**config.mk**
```make
export PLATFORM = sky130hd
export DESIGN_NAME = tracking_multi
export DESIGN_NICKNAME = d
export VERILOG_FILES = /design/src/rtl/tracking_pkg.sv /design/src/rtl/tracking_channel.sv /design/src/rtl/tracking_multi.sv
export SDC_FILE = /design/constraint.sdc
export NUM_CORES = 1
export LEC_CHECK = 0
export ABC_AREA = 1
export CORE_MARGIN = 4
export CORE_UTILIZATION = 35
export DETAILED_ROUTE_END_ITERATION = 8
export HOLD_SLACK_MARGIN = 0.1
export RECOVER_POWER = 100
export SLEW_MARGIN = 20
export SYNTH_ARGS = -nofsm -noshare
export SYNTH_HDL_FRONTEND = slang
export SYNTH_HIERARCHICAL = 1
export SYNTH_SLANG_ARGS = --single-unit
```
**constraint.sdc**
```tcl
create_clock -name clock_50 -period 5.75 [get_ports clock_50]
set_input_delay 1.15 -clock clock_50 [delete_from_list [all_inputs] [get_ports clock_50]]
set_output_delay 1.15 -clock clock_50 [all_outputs]
set_load 0.05 [all_outputs]
```
**src/rtl/tracking_pkg.sv**
```systemverilog
`default_nettype none
// ============================================================================
//  Module   : tracking_pkg
//  Purpose  : Shared widths, FSM state type and helpers for the multi-target
//             colour tracker.
//  Revision : 1.0 - initial release
// ============================================================================
package tracking_pkg;

  localparam int COORD_W = 12;
  localparam int COUNT_W = 20;
  localparam int RGB_W   = 24;

  typedef enum logic [0:0] {
    S_ACCUM  = 1'b0,
    S_REPORT = 1'b1
  } state_t;

  // Unsigned inclusive range test for one 8-bit colour channel
  function automatic logic in_range(input logic [7:0] v,
                                    input logic [7:0] lo,
                                    input logic [7:0] hi);
    return (v >= lo) && (v <= hi);
  endfunction

endpackage
`default_nettype wire

```
**src/rtl/tracking_channel.sv**
```systemverilog
`default_nettype none
// ============================================================================
//  Module   : tracking_channel
//  Purpose  : One colour target: threshold latch, RGB window match, bounding
//             box / pixel-count accumulation and registered frame results.
//  Revision : 1.0 - initial release
// ============================================================================
module tracking_channel
  import tracking_pkg::*;
#(
  parameter int MIN_PIXELS = 16
) (
  input  logic               clock_50,
  input  logic               reset,
  input  logic               pix_en,
  input  logic               first,
  input  logic               report,
  input  logic [RGB_W-1:0]   pixel,
  input  logic [RGB_W-1:0]   thr_lo,
  input  logic [RGB_W-1:0]   thr_hi,
  input  logic [COORD_W-1:0] px,
  input  logic [COORD_W-1:0] py,
  output logic               found,
  output logic [COORD_W-1:0] center_x,
  output logic [COORD_W-1:0] center_y,
  output logic [COORD_W-1:0] width,
  output logic [COORD_W-1:0] height,
  output logic [COUNT_W-1:0] count
);

  localparam logic [COUNT_W-1:0] c_MIN_PIXELS = COUNT_W'(MIN_PIXELS);

  logic [RGB_W-1:0]   r_lo;
  logic [RGB_W-1:0]   r_hi;
  logic [COORD_W-1:0] r_min_x;
  logic [COORD_W-1:0] r_max_x;
  logic [COORD_W-1:0] r_min_y;
  logic [COORD_W-1:0] r_max_y;
  logic [COUNT_W-1:0] r_count;

  logic               r_found;
  logic [COORD_W-1:0] r_center_x;
  logic [COORD_W-1:0] r_center_y;
  logic [COORD_W-1:0] r_width;
  logic [COORD_W-1:0] r_height;
  logic [COUNT_W-1:0] r_count_out;

  logic [RGB_W-1:0]   w_lo;
  logic [RGB_W-1:0]   w_hi;
  logic               w_match;
  logic [COUNT_W-1:0] w_count_inc;
  logic [COORD_W:0]   w_sum_x;
  logic [COORD_W:0]   w_sum_y;
  logic               w_found;

  // The first pixel of a frame is judged against the live thresholds that are
  // being latched on that same edge; every later pixel uses the latched copy.
  assign w_lo = first ? thr_lo : r_lo;
  assign w_hi = first ? thr_hi : r_hi;

  assign w_match = in_range(pixel[23:16], w_lo[23:16], w_hi[23:16]) &&
                   in_range(pixel[15:8],  w_lo[15:8],  w_hi[15:8])  &&
                   in_range(pixel[7:0],   w_lo[7:0],   w_hi[7:0]);

  assign w_count_inc = (r_count == '1) ? r_count : r_count + COUNT_W'(1);

  // Centre sums carry an extra bit so (min+max)>>1 never overflows
  assign w_sum_x = {1'b0, r_min_x} + {1'b0, r_max_x};
  assign w_sum_y = {1'b0, r_min_y} + {1'b0, r_max_y};
  assign w_found = (r_count >= c_MIN_PIXELS);

  // Threshold latch and bounding-box / count accumulation
  always_ff @(posedge clock_50 or negedge reset) begin
    if (!reset) begin
      r_lo    <= '0;
      r_hi    <= '0;
      r_min_x <= '1;
      r_max_x <= '0;
      r_min_y <= '1;
      r_max_y <= '0;
      r_count <= '0;
    end else if (report) begin
      r_min_x <= '1;
      r_max_x <= '0;
      r_min_y <= '1;
      r_max_y <= '0;
      r_count <= '0;
    end else if (pix_en) begin
      if (first) begin
        // Start of frame: restart from this pixel alone
        r_lo <= thr_lo;
        r_hi <= thr_hi;
        if (w_match) begin
          r_min_x <= px;
          r_max_x <= px;
          r_min_y <= py;
          r_max_y <= py;
          r_count <= COUNT_W'(1);
        end else begin
          r_min_x <= '1;
          r_max_x <= '0;
          r_min_y <= '1;
          r_max_y <= '0;
          r_count <= '0;
        end
      end else if (w_match) begin
        if (px < r_min_x) r_min_x <= px;
        if (px > r_max_x) r_max_x <= px;
        if (py < r_min_y) r_min_y <= py;
        if (py > r_max_y) r_max_y <= py;
        r_count <= w_count_inc;
      end
    end
  end

  // Frame results, captured once per report and held until the next one
  always_ff @(posedge clock_50 or negedge reset) begin
    if (!reset) begin
      r_found     <= 1'b0;
      r_center_x  <= '0;
      r_center_y  <= '0;
      r_width     <= '0;
      r_height    <= '0;
      r_count_out <= '0;
    end else if (report) begin
      r_found     <= w_found;
      r_count_out <= r_count;
      if (w_found) begin
        r_center_x <= w_sum_x[COORD_W:1];
        r_center_y <= w_sum_y[COORD_W:1];
        r_width    <= r_max_x - r_min_x + COORD_W'(1);
        r_height   <= r_max_y - r_min_y + COORD_W'(1);
      end else begin
        r_center_x <= '0;
        r_center_y <= '0;
        r_width    <= '0;
        r_height   <= '0;
      end
    end
  end

  assign found    = r_found;
  assign center_x = r_center_x;
  assign center_y = r_center_y;
  assign width    = r_width;
  assign height   = r_height;
  assign count    = r_count_out;

endmodule
`default_nettype wire

```
**src/rtl/tracking_multi.sv**
```systemverilog
`default_nettype none
// ============================================================================
//  Module   : tracking_multi
//  Purpose  : Raster-scan multi-target colour tracker. Owns the accept/report
//             FSM, raster counters and handshake; one tracking_channel per
//             target does the matching and box accumulation.
//  Revision : 1.0 - initial release
// ============================================================================
module tracking_multi
  import tracking_pkg::*;
#(
  parameter int WIDTH       = 640,
  parameter int HEIGHT      = 480,
  parameter int NUM_TARGETS = 2,
  parameter int MIN_PIXELS  = 16
) (
  input  logic                           clock_50,
  input  logic                           reset,
  input  logic                           in_valid,
  output logic                           in_ready,
  input  logic [RGB_W-1:0]               in_data,
  input  logic                           in_sof,
  input  logic [NUM_TARGETS*RGB_W-1:0]   thr_lo,
  input  logic [NUM_TARGETS*RGB_W-1:0]   thr_hi,
  output logic                           out_valid,
  output logic [NUM_TARGETS-1:0]         found,
  output logic [NUM_TARGETS*COORD_W-1:0] center_x,
  output logic [NUM_TARGETS*COORD_W-1:0] center_y,
  output logic [NUM_TARGETS*COORD_W-1:0] width,
  output logic [NUM_TARGETS*COORD_W-1:0] height,
  output logic [NUM_TARGETS*COUNT_W-1:0] count
);

  localparam logic [COORD_W-1:0] c_X_LAST = COORD_W'(WIDTH - 1);
  localparam logic [COORD_W-1:0] c_Y_LAST = COORD_W'(HEIGHT - 1);

  state_t             r_state;
  logic [COORD_W-1:0] r_x;
  logic [COORD_W-1:0] r_y;
  logic               r_out_valid;

  logic               w_accept;
  logic               w_report;
  logic               w_first;
  logic               w_last;
  logic [COORD_W-1:0] w_px;
  logic [COORD_W-1:0] w_py;
  logic [COORD_W-1:0] w_x_next;
  logic [COORD_W-1:0] w_y_next;

  assign in_ready  = (r_state == S_ACCUM);
  assign w_accept  = in_valid && in_ready;
  assign w_report  = (r_state == S_REPORT);
  assign out_valid = r_out_valid;

  // A start-of-frame marker re-homes the current pixel to (0,0)
  assign w_px    = in_sof ? '0 : r_x;
  assign w_py    = in_sof ? '0 : r_y;
  assign w_first = in_sof || ((r_x == '0) && (r_y == '0));
  assign w_last  = (w_px == c_X_LAST) && (w_py == c_Y_LAST);

  // Raster position following the pixel being accepted
  always_comb begin
    w_x_next = w_px + COORD_W'(1);
    w_y_next = w_py;
    if (w_px == c_X_LAST) begin
      w_x_next = '0;
      w_y_next = (w_py == c_Y_LAST) ? '0 : w_py + COORD_W'(1);
    end
  end

  // Accept/report FSM with raster counters; out_valid follows the report cycle
  always_ff @(posedge clock_50 or negedge reset) begin
    if (!reset) begin
      r_state     <= S_ACCUM;
      r_x         <= '0;
      r_y         <= '0;
      r_out_valid <= 1'b0;
    end else begin
      r_out_valid <= w_report;
      case (r_state)
        S_ACCUM: begin
          if (w_accept) begin
            r_x <= w_x_next;
            r_y <= w_y_next;
            if (w_last) r_state <= S_REPORT;
          end
        end
        S_REPORT: r_state <= S_ACCUM;
        default:  r_state <= S_ACCUM;
      endcase
    end
  end

  generate
    for (genvar k = 0; k < NUM_TARGETS; k++) begin : g_target
      tracking_channel #(
        .MIN_PIXELS(MIN_PIXELS)
      ) u_channel (
        .clock_50 (clock_50),
        .reset    (reset),
        .pix_en   (w_accept),
        .first    (w_first),
        .report   (w_report),
        .pixel    (in_data),
        .thr_lo   (thr_lo[k*RGB_W +: RGB_W]),
        .thr_hi   (thr_hi[k*RGB_W +: RGB_W]),
        .px       (w_px),
        .py       (w_py),
        .found    (found[k]),
        .center_x (center_x[k*COORD_W +: COORD_W]),
        .center_y (center_y[k*COORD_W +: COORD_W]),
        .width    (width[k*COORD_W +: COORD_W]),
        .height   (height[k*COORD_W +: COORD_W]),
        .count    (count[k*COUNT_W +: COUNT_W])
      );
    end
  endgenerate

endmodule
`default_nettype wire

```
==> reports/metrics.yaml <==
clocking:
  clock_latency_ns: 0.60
  cts_max_path_buffers: 3
  cts_buffers: 49
  cts_tree: "yes"
  root_buffer: "clkbuf_16"
  cts.clk_slew.worst_paths_ns: 0.06
  cts_setup_buffers: 0
  hold_buffers: 0
  cts.sinks: 396
  cts_max_level: 2
  cts_resized: 0
cells_and_area:
  layout_common_cells: "nand2_1, o21ai_0, dfrtp_1, inv_1, ha_1"
  drive_gt1_frac: 0.0592
  final_net_count: 4184
  final_common_cell: "nand2_1"
  final-instance-count-excl-fill: 4816
  areaGrowthSynthToFinish_pct: 17.9
timing:
  hold_violations: 0
  fmax_mhz: 202
  slew_headroom: -1.20
  setup_viol_count_final: 0
  max_slew.worst_pin.slew_ns: 3.30
  drv_slew: 477
  hold_ws_ns: 0.470
  fin_crit_sh: 0.859
  period_needed_ns: 4.94
  setup_slack_ns: 0.808
  rsz0062_at_grt: "no"
  timing.setup.tns_ns: 0
  final.setup_skew_ns: 0.0296
global_routing:
  grt_max_degree: 130
  grt_pass1_vias: 23200
  grt_usage: 0.181
  grt_first_pass_wirelength_mm: 127
  overflow: 0
  grt.busiest_layer: "met2"
  grt_util_met2: 0.317
  antenna_found_initial: 2
  grtUsageMet1: 0.239
  gr-usage-met3: 0.0279
detailed_routing:
  wire_per_inst_um: 16.2
  drc_errors: 0
  dr.first_iter.drc_count: 1548
  dr.pass1.iters: 5
  via_per_inst: 4.94
  vias: 23800
  ant_nets: 0
  drt-total-wl_mm: 78.0
placement:
  dpl.hpwl_mm: 58.0
  place_congestion: 0.872
  portBuffers: 263
  dp_slack_ns: 0.892
  dp.cells: 4725
worst_setup_path:
  path_class: "input pin to register"
  cp_max_fo: 19
  arrival_ns: 5.46
  end_kind: "register"
  cp-start-kind: "input pin"
  crit_required_ns: 6.27
die:
  ioPinCount: 264
  rows: 103
  core_area_mm2: 0.0789
  die_y_um: 290
  dieArea_mm2: 0.0841
  initial_core_util: 0.353
  die_w_um: 290
run_status:
  status: "complete, but fails checks"
  failed_checks: "max-capacitance violations, max-slew violations"
synth:
  synth_seq_area_share: 0.358
  yosys.area.top_type: "dfrtp_1"
  syn_nets: 3970
  yosysWarnings: 6
  post_synth.cell_area_avg_um2: 7.92
  yosys-top-cells-area: "dfrtp_1, ha_1, nand2_1"
  netlist.area_leader.share: 0.313
  ys_seq_elements: 396
  yosys.cell_types.count: 54
  netlist_instances: 3512
  netlist_area_mm2: 0.0278
pwr:
  power.density_mw_per_mm2: 267
  fin_total_pwr_mw: 8.77
  ir_drop_mv: 0.246
  p_leak_nw: 16.6
run:
  max_cap_viol_count: 7
hold_path:
  min_path_type: "register to register"
==> report_power, final <==
part | internal [mW] | total [mW] | switching [mW] | leakage (nW)
Clock | 2.05 | 3.34 | 1.29 | 0.837
Sequential | 3.09 | 3.25 | 0.170 | 5.20
Combinational | 0.800 | 2.18 | 1.38 | 10.5
==> path summary, 6_finish.rpt <==
check                                                     start                                 to  slack (ns)  depth (start not counted)
min in group asynchronous                                 reset    g_target[0].u_channel/count[11]        0.52                          1
worst min-delay path            g_target[0].u_channel/count[17]    g_target[0].u_channel/count[17]        0.47                          2
worst max-delay path                                     in_sof  g_target[1].u_channel/r_min_x[11]        0.81                         13
worst min register to register  g_target[0].u_channel/count[17]    g_target[0].u_channel/count[17]        0.47                          2
worst max register to register                           r_x[7]  g_target[1].u_channel/r_max_y[11]        1.04                         19
max in group asynchronous                                 reset     g_target[1].u_channel/count[3]        1.46                          2
==> synth_stat cells (all sizes together) <==
cell,count
nand3,195
a211oi,4
dfstp,48
dfrtp,348
xor2,29
buf,74
inv,340
o21bai,19
nand2,1021
fa,8
a22o,18
mux2i,84
and2,1
nor2,197
nor3,33
nand3b,44
o211ai,3
a21o,9
ha,326
o22ai,3
nor3b,2
a31oi,7
a21boi,4
a21oi,158
or2,8
o31ai,2
xnor2,15
o21ai,369
o21a,14
nor4,9
a221oi,5
clkbuf,50
nand4,65
==> flip-flops by register name, summed over array words and instances, names as in the netlist, 24 cells and up <==
name and cells:
g_target.u_channel/r_hi 48, g_target.u_channel/r_lo 48, g_target.u_channel/count 40, g_target.u_channel/r_count 40, g_target.u_channel/center_x 24, g_target.u_channel/center_y 24, g_target.u_channel/height 24, g_target.u_channel/r_max_x 24
g_target.u_channel/r_max_y 24, g_target.u_channel/r_min_x 24, g_target.u_channel/r_min_y 24, g_target.u_channel/width 24
==> logic make-up after synthesis <==
group           Yosys count  share of synthesized area
mux                      84                     0.0302
simple gates           1575                      0.248
xor+xnor                 44                     0.0139
buf+inv                 464                     0.0720
fa+ha+maj               334                      0.152
compound gates          615                      0.125
flops                   396                      0.358
==> critical path, cell delays in order <==
cell	delay, ns
dlygate4sd3_1	0.65
clkbuf_1	1.03
nor2_1	0.52
ha_1	0.45
a21oi_1	0.14
o21ai_0	0.10
a21oi_1	0.14
nand2_1	0.10
nand2_1	0.10
nand2_1	0.06
a21oi_1	0.78
nand2_1	0.13
nand2_1	0.10
==> area by class of cell <==
type | instances | area (µm²)
clock inverter | 20 | 334
fill | 8009 | 46100
clock buffer | 69 | 1390
antenna | 2 | 5.00
multi-input combinational | 2652 | 15700
sequential | 396 | 9970
inverter | 340 | 1280
tap | 1050 | 1310
timing repair buffer | 287 | 2820
==> per-stage QoR <==
step | util | cell area, µm²
2_1_floorplan | - | 27800
3_3_place_gp | 0.397 | 31300
3_5_place_dp | 0.397 | 31300
4_1_cts | 0.419 | 33000
5_1_grt | 0.416 | 32800
6_report | 0.416 | 32800
==> routing by layer <==
layer  wire length, µm  up-vias
met5                 0        -
met4              1360        0
met3              2960       84
met2             38100      387
met1             35600    11200
li1                  -    12100
Power figures use the tool's default switching activity.
